[src/rtl/adc_scan_sched.sv]
// adc_scan_sched: periodic two-channel ADC scan scheduler.
// Requests a conversion on ch1 then ch2, latches the top byte of each sample,
// raises sticky over-range/timeout flags and a level interrupt, and exposes
// CTRL / PERIOD / STATUS / SAMPLES through a small Avalon-MM slave.
module adc_scan_sched #(
    parameter int ADC_W    = 12,
    parameter int PERIOD_W = 16,
    parameter int TIMEOUT  = 255
) (
    input  logic             clk,
    input  logic             reset,
    input  logic [7:0]       range1,
    input  logic [7:0]       range2,
    output logic             adc_req,
    output logic             adc_ch,
    input  logic             adc_valid,
    input  logic [ADC_W-1:0] adc_data,
    input  logic [1:0]       address,
    input  logic             read,
    output logic [15:0]      readdata,
    input  logic             write,
    input  logic [15:0]      writedata,
    output logic             irq
);

    localparam int TO_W = (TIMEOUT < 2) ? 1 : $clog2(TIMEOUT + 1);

    localparam logic [2:0] S_IDLE      = 3'd0;
    localparam logic [2:0] S_WAIT_TICK = 3'd1;
    localparam logic [2:0] S_REQ1      = 3'd2;
    localparam logic [2:0] S_WAIT1     = 3'd3;
    localparam logic [2:0] S_REQ2      = 3'd4;
    localparam logic [2:0] S_WAIT2     = 3'd5;
    localparam logic [2:0] S_DONE      = 3'd6;

    logic [2:0]          state_reg, state_next;
    logic [PERIOD_W-1:0] period_cnt_reg, period_cnt_next;
    logic [TO_W-1:0]     to_cnt_reg, to_cnt_next;
    logic [1:0]          ctrl_reg;
    logic [PERIOD_W-1:0] period_reg;
    logic [2:0]          status_reg, status_next;
    logic [15:0]         readdata_reg, rd_mux;
    logic                irq_reg;

    logic       enable;
    logic       wait_state;
    logic       got_valid;
    logic       timed_out;
    logic [7:0] adc_top8;
    logic [2:0] w1c_mask;
    logic [1:0] ch_over;
    logic       unused_adc;

    assign enable     = ctrl_reg[0];
    assign adc_top8   = adc_data[ADC_W-1 -: 8];
    assign unused_adc = ^adc_data;
    assign wait_state = (state_reg == S_WAIT1) || (state_reg == S_WAIT2);
    assign got_valid  = wait_state && adc_valid;
    // A valid arriving on the last allowed cycle still counts as a response.
    assign timed_out  = wait_state && !adc_valid && (to_cnt_reg == TO_W'(TIMEOUT));

    // Per-channel sample latch and over-range detection; each channel only
    // listens while the FSM waits on it, so stray valids are ignored.
    for (genvar gi = 0; gi < 2; gi++) begin : ch_g
        logic       hit;
        logic [7:0] thr;
        logic [7:0] sample_reg;

        assign hit         = got_valid && (state_reg == ((gi == 0) ? S_WAIT1 : S_WAIT2));
        assign thr         = (gi == 0) ? range1 : range2;
        assign ch_over[gi] = hit && (adc_top8 > thr);

        // Latch the top byte of the response; a timeout keeps the old value.
        always_ff @(posedge clk or posedge reset) begin
            if (reset) begin
                sample_reg <= 8'd0;
            end else if (hit) begin
                sample_reg <= adc_top8;
            end
        end
    end

    // Scan sequencing: tick wait, then ch1 and ch2 request/response pairs.
    always_comb begin
        state_next = state_reg;
        case (state_reg)
            S_IDLE: begin
                if (enable) state_next = S_WAIT_TICK;
            end
            S_WAIT_TICK: begin
                if (!enable)
                    state_next = S_IDLE;
                else if (period_cnt_reg >= period_reg)
                    state_next = S_REQ1;
            end
            S_REQ1: state_next = S_WAIT1;
            S_WAIT1: begin
                // Losing enable skips ch2 but never abandons the ch1 request.
                if (got_valid || timed_out)
                    state_next = enable ? S_REQ2 : S_IDLE;
            end
            S_REQ2: state_next = S_WAIT2;
            S_WAIT2: begin
                if (got_valid || timed_out) state_next = S_DONE;
            end
            S_DONE: state_next = enable ? S_WAIT_TICK : S_IDLE;
            default: state_next = S_IDLE;
        endcase
    end

    // Counters run only while staying in their state and restart on entry.
    always_comb begin
        period_cnt_next = '0;
        to_cnt_next     = '0;
        if (state_reg == S_WAIT_TICK && state_next == S_WAIT_TICK)
            period_cnt_next = period_cnt_reg + 1'b1;
        if (wait_state && state_next == state_reg)
            to_cnt_next = to_cnt_reg + 1'b1;
    end

    // Sticky flags: a new event wins over a same-cycle write-1-to-clear.
    always_comb begin
        w1c_mask    = (write && address == 2'd2) ? writedata[2:0] : 3'b000;
        status_next = (status_reg & ~w1c_mask) | {timed_out, ch_over[1], ch_over[0]};
    end

    // Register read multiplexer.
    always_comb begin
        rd_mux = 16'd0;
        case (address)
            2'd0: rd_mux = {14'd0, ctrl_reg};
            2'd1: rd_mux = 16'(period_reg);
            2'd2: rd_mux = {13'd0, status_reg};
            2'd3: rd_mux = {ch_g[1].sample_reg, ch_g[0].sample_reg};
            default: rd_mux = 16'd0;
        endcase
    end

    // State, counters, registers, read data and interrupt.
    always_ff @(posedge clk or posedge reset) begin
        if (reset) begin
            state_reg      <= S_IDLE;
            period_cnt_reg <= '0;
            to_cnt_reg     <= '0;
            ctrl_reg       <= 2'b00;
            period_reg     <= '0;
            status_reg     <= 3'b000;
            readdata_reg   <= 16'd0;
            irq_reg        <= 1'b0;
        end else begin
            state_reg      <= state_next;
            period_cnt_reg <= period_cnt_next;
            to_cnt_reg     <= to_cnt_next;
            status_reg     <= status_next;
            irq_reg        <= ctrl_reg[1] && (status_reg != 3'b000);
            if (write && address == 2'd0) ctrl_reg <= writedata[1:0];
            if (write && address == 2'd1) period_reg <= PERIOD_W'(writedata);
            if (read) readdata_reg <= rd_mux;
        end
    end

    assign adc_req  = (state_reg == S_REQ1) || (state_reg == S_REQ2);
    assign adc_ch   = (state_reg == S_REQ2) || (state_reg == S_WAIT2);
    assign readdata = readdata_reg;
    assign irq      = irq_reg;

endmodule

[config.mk]
export PLATFORM = sky130hd
export DESIGN_NAME = adc_scan_sched
export DESIGN_NICKNAME = d
export VERILOG_FILES = /design/src/rtl/adc_scan_sched.sv
export SDC_FILE = /design/constraint.sdc
export NUM_CORES = 1
export LEC_CHECK = 0
export ABC_AREA = 1
export CAP_MARGIN = 20
export CORE_ASPECT_RATIO = 0.5
export CORE_MARGIN = 2
export CORE_UTILIZATION = 30
export CTS_CLUSTER_SIZE = 12
export DETAILED_ROUTE_END_ITERATION = 7
export DONT_BUFFER_PORTS = 1
export MAX_ROUTING_LAYER = met4
export SETUP_SLACK_MARGIN = 0.2
export SKIP_CTS_REPAIR_TIMING = 1
export SYNTH_ARGS = -nofsm -noshare
export SYNTH_HDL_FRONTEND = slang
export SYNTH_SLANG_ARGS = --single-unit
[constraint.sdc]
create_clock -name clk -period 2.1 [get_ports clk]
set_input_delay 0.21 -clock clk [delete_from_list [all_inputs] [get_ports clk]]
set_output_delay 0.21 -clock clk [all_outputs]
set_load 0.02 [all_outputs]
==> flow_summary.json, run 1 <==
{
  "detail_route.wl_per_cell_um": 14.3,
  "syn_area_mm2": 0.00442,
  "core.rowCount": 31,
  "final_net_count": 625,
  "fin_setup_tns_ns": 0,
  "start_util_pct": 30.6,
  "p_leak_nw": 2.43,
  "clock_latency_ns": 0.34,
  "clk_pin_slew_worst_paths_ns": 0.06,
  "synth.distinct_cells": 31,
  "initialDrtViolationCount": 162,
  "finalSetupViolations": 0,
  "drv_slew": 0,
  "reg2reg_depth": 9,
  "ir_drop_mv": 0.451,
  "synth_cells": 533,
  "path_common_cell": "nor2_1",
  "pin_count": 70,
  "drtPass1Iterations": 4,
  "die_area_mm2": 0.0158,
  "grt_pass1_wl_mm": 17.2,
  "die_h_um": 89.8,
  "die_w_um": 176,
  "cp-start-kind": "flip-flop",
  "gr-usage-all-layers_pct": 14.4,
  "yosys-top-cells-area": "dfrtp_1, ha_1, nand2_1",
  "antenna_found_initial": 0,
  "portBuffers": 0,
  "viasPerCell": 4.64,
  "power_density_mw_per_mm2": 943,
  "multi_input_area_mm2": 0.00202,
  "coreArea_mm2": 0.0144,
  "tritoncts": "yes",
  "overflow": 0,
  "yosys.area.top_type": "dfrtp_1",
  "synth_common_cells": "nand2_1, dfrtp_1, nor2_1",
  "drive_above_1_share_pct": 7.52,
  "crit_path_top_delay_cell": "dfrtp_1",
  "slew-limit-headroom_pct": 59.1,
  "worst_slew_pin_slew_ns": 0.613,
  "grt_max_degree": 38,
  "cts_buffer_depth": 2,
  "max_cap_viol_count": 0,
  "worst_path_largest_cell_delay_ns": 0.45,
  "ys_warn_count": 0,
  "vias": 3450,
  "cp-end-kind": "output pin",
  "fin_area_mm2": 0.00505,
  "critPathTopFamily": "simple AND/OR/NAND/NOR gates",
  "dp_hpwl_mm": 7.95,
  "n_antenna_cell": 0,
  "cts_root_buffer": "clkbuf_16",
  "path_cells": "inv_2 > nor2_1 > buf_4 > nor2_1 > nor2_1",
  "cts_num_sinks": 81,
  "nFillCells": 1497,
  "syn-num-nets": 618,
  "period_minus_slack_ns": 1.75,
  "grt_pass1_vias": 3315,
  "numCtsBuffers": 9,
  "synth_ff_type": "dfrtp_1",
  "status": "finished, final reports clean",
  "netlist.area_leader.share_pct": 45.9,
  "synth_most_common_cell": "nand2_1",
  "synth_enable_flop_cells": 0,
  "required_ns": 1.89,
  "yosysSeqAreaShare_pct": 45.9,
  "area_growth_pct": 14.4,
  "htreeDepth": 3,
  "synth_area_per_cell_um2": 8.28,
  "hold_violations": 0,
  "worstPathArrival_ns": 1.54,
  "place_area_mm2": 0.00465,
  "cp.depth": 5,
  "critPathMaxFanout": 4,
  "synth-async-reset-ratio_pct": 100,
  "seq_area_mm2": 0.00203,
  "postRouteWirelength_mm": 10.7,
  "hold_depth": 2,
  "finClkSkew_ns": 0.00654,
  "cp_num_buf_inv": 2,
  "critPathKind": "flip-flop to output pin",
  "hold_class": "input port to flip-flop",
  "synth_seq_cells": 81,
  "drc": 0,
  "finalCritPeriodShare_pct": 83.5,
  "rsz0062_at_grt": "no",
  "max_freq_mhz": 570,
  "gp_congestion": 0.879,
  "antenna_left": 0
}
## through the flow
| step | power [mW] | hold WS [ns] | cells | worst slack (ns) | util (%) |
|---|---|---|---|---|---|
| final | 4.76 | 0.00542 | 743 | 0.346 | 35.0 |
| after global routing | 5.04 | 0.0170 | 743 | 0.206 | 35.0 |
| after CTS | 4.81 | -0.255 | 740 | 0.334 | 34.8 |
| after detailed placement | 2.87 | 0.114 | 724 | 0.372 | 32.2 |
| after global placement | 2.84 | 0.108 | 724 | 0.405 | 32.2 |
| after floorplan | 2.66 | 0.311 | 533 | 0.557 | - |
## placed cells by master, fill, tap and decap left out
cell	synthesis	routed
a21oi_1	30	30
a21oi_4	1	1
a31o_2	1	1
a31oi_1	14	14
buf_12	0	1
buf_4	1	6
bufinv_16	0	4
clkbuf_16	0	9
clkinv_2	0	1
clkinv_4	0	2
clkinvlp_4	0	1
dfrtp_1	81	81
dlygate4sd3_1	0	3
ha_1	34	34
inv_1	73	72
inv_2	4	4
mux2_2	2	2
nand2_1	97	97
nand2_2	2	2
nand3_1	34	34
nand3_2	1	1
nand3b_1	1	1
nand4_1	7	7
nor2_1	74	74
nor2_4	5	5
nor3_1	4	4
nor4_2	1	1
o2111ai_1	1	1
o211ai_1	1	1
o21ai_0	23	23
o21ai_1	11	11
o31a_1	1	1
o31ai_1	1	1
xnor2_1	4	4
xor2_1	11	11
## where the power goes
group          total, mW  leakage (nW)  internal, mW  switching, mW
Combinational      0.759          1.21         0.297          0.462
Clock               1.92         0.180          1.28          0.634
Sequential          2.08          1.04          1.83          0.257
## final timing paths
kind	to	start	slack [ns]
setup / recovery	adc_req	state_reg[2]	0.35
hold / removal	readdata[1]	read	0.005
setup reg to reg	state_reg[0]	period_cnt_reg[7]	0.38
hold reg to reg	to_cnt_reg[0]	to_cnt_reg[0]	0.47
max in group asynchronous	status_reg[1]	reset	1.07
min in group asynchronous	readdata[12]	reset	0.36
## layout make-up
class,instances,share of cell area (%)
clock buffers,9,4.46
clock inverters,7,2.82
inverters,77,5.80
multi-input cells,361,40.0
flip-flops and latches,81,40.1
well taps,198,4.91
repair buffers,10,1.88
## kinds of logic (layout without fill, tap and decap cells)
group	Yosys count	in the layout	synth area share [%]
compound gates	84	84	10.5
xor+xnor	15	15	2.98
fa+ha+maj	34	34	9.63
buf+inv	91	103	8.36
flops	81	81	45.9
mux	2	2	0.510
simple gates	226	226	22.1
## routing by layer
metal | up-vias | wire length, um | GRT usage [%]
met2 | 63 | 4800 | 22.1
met5 | - | 0 | -
met1 | 1644 | 5210 | 18.3
met4 | 0 | 46 | 3.37
met3 | 4 | 600 | 4.78
li1 | 1739 | - | -
Power figures use the tool's default switching activity.
==> inputs of run 2 (changes only) <==
==> constraint.sdc (replaced) <==
create_clock -name clk -period 1.5 [get_ports clk]
set_input_delay 0.15 -clock clk [delete_from_list [all_inputs] [get_ports clk]]
set_output_delay 0.15 -clock clk [all_outputs]
set_load 0.02 [all_outputs]
==> flow_summary.json, run 2 (synthesis results as in run 1) <==
{
  "fin_setup_tns_ns": -1.94,
  "fin_cells": 816,
  "numCtsBuffers": 9,
  "grt_pass1_vias": 3522,
  "drtPass1Iterations": 5,
  "finalSetupViolations": 17,
  "postRouteWirelength_mm": 11.7,
  "hold_violations": 10,
  "max_freq_mhz": 603,
  "worstPathArrival_ns": 1.93,
  "tritoncts": "yes",
  "gr-usage-all-layers_pct": 14.5,
  "drc": 0,
  "die_h_um": 89.8,
  "status": "finished, violations left",
  "violations": "hold timing, setup timing",
  "max_cap_viol_count": 0,
  "critPathKind": "flip-flop to flip-flop",
  "viasPerCell": 4.67,
  "period_minus_slack_ns": 1.66,
  "required_ns": 1.77,
  "antenna_found_initial": 0,
  "htreeDepth": 3,
  "coreArea_mm2": 0.0144,
  "critPathMaxFanout": 8,
  "worst_slew_pin_slew_ns": 0.903,
  "ir_drop_mv": 0.691,
  "cts_root_buffer": "clkbuf_16",
  "grt_pass1_wl_mm": 17.6,
  "slew-limit-headroom_pct": 39.6,
  "clock_latency_ns": 0.34,
  "nFillCells": 1382,
  "whs_ns": -0.0307,
  "cp-end-kind": "flip-flop",
  "layout_common_cells": "nand2_1, dfrtp_1, inv_1",
  "cts_num_sinks": 81,
  "start_util_pct": 30.6,
  "die_area_mm2": 0.0158,
  "initialDrtViolationCount": 192,
  "cp-start-kind": "flip-flop",
  "gp_congestion": 0.870,
  "overflow": 0,
  "critPathLaunch": "period_reg[15]",
  "pin_count": 70,
  "antenna_left": 0,
  "final_net_count": 698,
  "dp_slack_ns": -0.178,
  "rsz0062_at_grt": "yes",
  "power_density_mw_per_mm2": 1180,
  "drv_slew": 0,
  "dp_hpwl_mm": 7.98,
  "worst_hold_startpoint": "read",
  "finClkSkew_ns": 0.00525,
  "clk_pin_slew_worst_paths_ns": 0.07,
  "grt_max_degree": 35,
  "fin_area_mm2": 0.00608,
  "core.rowCount": 31,
  "dp_cells": 766,
  "portBuffers": 0,
  "final_util_pct": 42.2,
  "detail_route.wl_per_cell_um": 14.3,
  "cts_buffer_depth": 2,
  "finalCritPeriodShare_pct": 111,
  "hold_class": "input port to flip-flop",
  "drive_above_1_share_pct": 27.8,
  "die_w_um": 176,
  "place_area_mm2": 0.00501,
  "area_growth_pct": 37.8,
  "power_mw": 7.16,
  "setup_slack_ns": -0.159,
  "n_antenna_cell": 0,
  "p_leak_nw": 2.84,
  "timing.rr.start": "period_reg[15]",
  "vias": 3814
}
run 2: cell types whose count changed in the layout (fill, tap and decap cells not counted), sizes merged:
cell	before	now
nand2	99	100
inv	76	78
clkinv	3	2
buf	7	64
clkbuf	9	11
dlygate4sd3	3	16
clkinvlp	1	2
bufinv	4	2
run 2: path summary, 6_finish.rpt:
| check | endpoint | slack [ns] | cells past startpoint |
|---|---|---|---|
| worst max-delay path | period_cnt_reg[11] | -0.16 | 8 |
| worst min-delay path | readdata[13] | -0.03 | 2 |
| worst max register to register | period_cnt_reg[11] | -0.16 | 8 |
| worst min register to register | ch_g[1].sample_reg[2] | 0.49 | 2 |
| max in group asynchronous | state_reg[2] | 0.66 | 3 |
| min in group asynchronous | readdata[12] | 0.31 | 2 |
run 2: critical path, stage by stage, from the launching register on:
cell	delay [ns]
dfrtp_1	0.35
inv_1	0.06
ha_1	0.31
a21oi_1	0.15
o21ai_0	0.11
nor2_2	0.17
nand3_4	0.13
clkbuf_16	0.22
nor2_2	0.09
run 2: per-layer routing:
layer	global-route usage [%]	vias to the layer above	share of wire [%]
met5	-	-	0
met4	4.13	0	1.6
met3	4.86	13	6.2
met2	21.0	86	45
met1	19.3	1818	47
li1	-	1897	-
run 2: layout make-up:
| type | instances | area (um2) | share of cell area [%] |
|---|---|---|---|
| multi-input combinational | 362 | 2420 | 39.7 |
| clock buffer | 9 | 225 | 3.70 |
| timing repair buffer | 82 | 767 | 12.6 |
| sequential | 81 | 2030 | 33.4 |
| tap | 198 | 248 | 4.07 |
| clock inverter | 7 | 103 | 1.69 |
| inverter | 77 | 295 | 4.85 |
run 2: where the power goes:
part,total (mW),switching (mW),internal [mW]
sequential,2.95,0.389,2.56
clock,2.43,0.955,1.48
combinational,1.78,0.932,0.844
total,7.16,2.28,4.88
==> inputs of run 3 (changes only) <==
--- a/config.mk
+++ b/config.mk
@@ -10,11 +10,11 @@
 export CORE_ASPECT_RATIO = 0.5
 export CORE_MARGIN = 2
 export CORE_UTILIZATION = 30
+export CTS_BUF_LIST = sky130_fd_sc_hd__clkbuf_4
 export CTS_CLUSTER_SIZE = 12
 export DETAILED_ROUTE_END_ITERATION = 7
 export DONT_BUFFER_PORTS = 1
 export MAX_ROUTING_LAYER = met4
-export SETUP_SLACK_MARGIN = 0.2
 export SKIP_CTS_REPAIR_TIMING = 1
 export SYNTH_ARGS = -nofsm -noshare
 export SYNTH_HDL_FRONTEND = slang
==> flow_summary.json, run 3 (synthesis results as in run 1) <==
{
  "status": "finished, violations left",
  "violations": "hold timing, setup timing",
  "final_net_count": 710,
  "slew-limit-headroom_pct": 29.6,
  "die_h_um": 89.8,
  "setup_slack_ns": -0.171,
  "finalSetupViolations": 18,
  "area_growth_pct": 30.0,
  "antenna_left": 0,
  "finClkSkew_ns": 0.0122,
  "viasPerCell": 4.56,
  "finalCritPeriodShare_pct": 111,
  "pin_count": 70,
  "grt_max_degree": 73,
  "numCtsBuffers": 9,
  "vias": 3778,
  "required_ns": 1.86,
  "p_leak_nw": 2.71,
  "worst_slew_pin_slew_ns": 1.05,
  "overflow": 0,
  "critPathTopFamily": "flip-flops",
  "gr-usage-all-layers_pct": 14.1,
  "cp_num_buf_inv": 2,
  "path_cells": "inv_2 > ha_4 > a21oi_1 > a21oi_2 > nor2_2 > nand3_4 > clkbuf_16 > nor2_2",
  "critPathMaxFanout": 8,
  "period_minus_slack_ns": 1.67,
  "postRouteWirelength_mm": 10.8,
  "grt_pass1_vias": 3448,
  "ir_drop_mv": 0.369,
  "drive_above_1_share_pct": 23.2,
  "cts_root_buffer": "clkbuf_4",
  "antenna_found_initial": 1,
  "cp-end-kind": "flip-flop",
  "layout_common_cells": "nand2_1, dfrtp_1, inv_1",
  "dp_slack_ns": -0.169,
  "crit_path_top_delay_cell": "dfrtp_1",
  "path_common_cell": "nor2_2",
  "portBuffers": 0,
  "htreeDepth": 3,
  "tritoncts": "yes",
  "hold_class": "input port to flip-flop",
  "worst_path_largest_cell_delay_ns": 0.41,
  "gp_congestion": 0.837,
  "drv_slew": 0,
  "detail_route.wl_per_cell_um": 13.1,
  "rsz0062_at_grt": "yes",
  "max_cap_viol_count": 0,
  "start_util_pct": 30.6,
  "whs_ns": -0.0170,
  "core.rowCount": 31,
  "fin_area_mm2": 0.00574,
  "clk_pin_slew_worst_paths_ns": 0.13,
  "worstPathArrival_ns": 2.04,
  "coreArea_mm2": 0.0144,
  "max_freq_mhz": 598,
  "drc": 0,
  "cts_buffer_depth": 2,
  "drtPass1Iterations": 5,
  "place_area_mm2": 0.00500,
  "die_w_um": 176,
  "cts_num_sinks": 81,
  "dp_hpwl_mm": 7.96,
  "hold_violations": 2,
  "cp-start-kind": "flip-flop",
  "grt_pass1_wl_mm": 17.1,
  "initialDrtViolationCount": 230,
  "critPathKind": "flip-flop to flip-flop",
  "final_common_cell": "nand2_1",
  "die_area_mm2": 0.0158,
  "clock_latency_ns": 0.43,
  "fin_setup_tns_ns": -2.76,
  "power_density_mw_per_mm2": 966
}
==> run 3: worst paths after layout <==
kind	to	from	slack (ns)	depth (start not counted)
setup / recovery	period_cnt_reg[15]	period_reg[11]	-0.17	8
hold / removal	ctrl_reg[0]	address[0]	-0.02	3
setup reg to reg	period_cnt_reg[15]	period_reg[11]	-0.17	8
hold reg to reg	ch_g[0].sample_reg[0]	ch_g[0].sample_reg[0]	0.50	2
max in group asynchronous	state_reg[1]	reset	0.72	3
min in group asynchronous	readdata[12]	reset	0.12	2
==> run 3: layout make-up <==
cell class,instances,area [um2]
Clock inverter,6,35.0
Timing Repair Buffer,95,835
Multi-Input combinational cell,361,2220
Tap cell,198,248
Inverter,77,295
Sequential cell,81,2030
Antenna cell,1,2.50
Clock buffer,10,75.1
Fill cell,1470,8690
==> run 3: tightest hold or removal path, stage by stage <==
cell and delay, ns:
nor2_1 0.04, nand2_1 0.11, o21ai_0 0.08
==> run 3: power breakdown <==
group	internal [mW]	leakage [nW]	switching [mW]	total (mW)
clock	0.348	0.0636	0.739	1.09
sequential	2.55	1.03	0.359	2.91
combinational	0.738	1.62	0.807	1.55
==> run 3: per-layer routing <==
layer	wire [um]	vias to the layer above	track usage (%)
met5	0	-	-
met4	254	0	5.37
met3	483	17	3.76
met2	4880	64	20.8
met1	5210	1775	18.4
li1	-	1922	-
==> run 3: metrics by stage <==
step                      cells  power (mW)  utilization, %
after floorplan             533        3.73               -
after global placement      769        4.19            34.7
after detailed placement    769        4.22            34.7
after CTS                   785        5.34            35.4
after global routing        829        5.94            39.8
final                       829        5.55            39.8
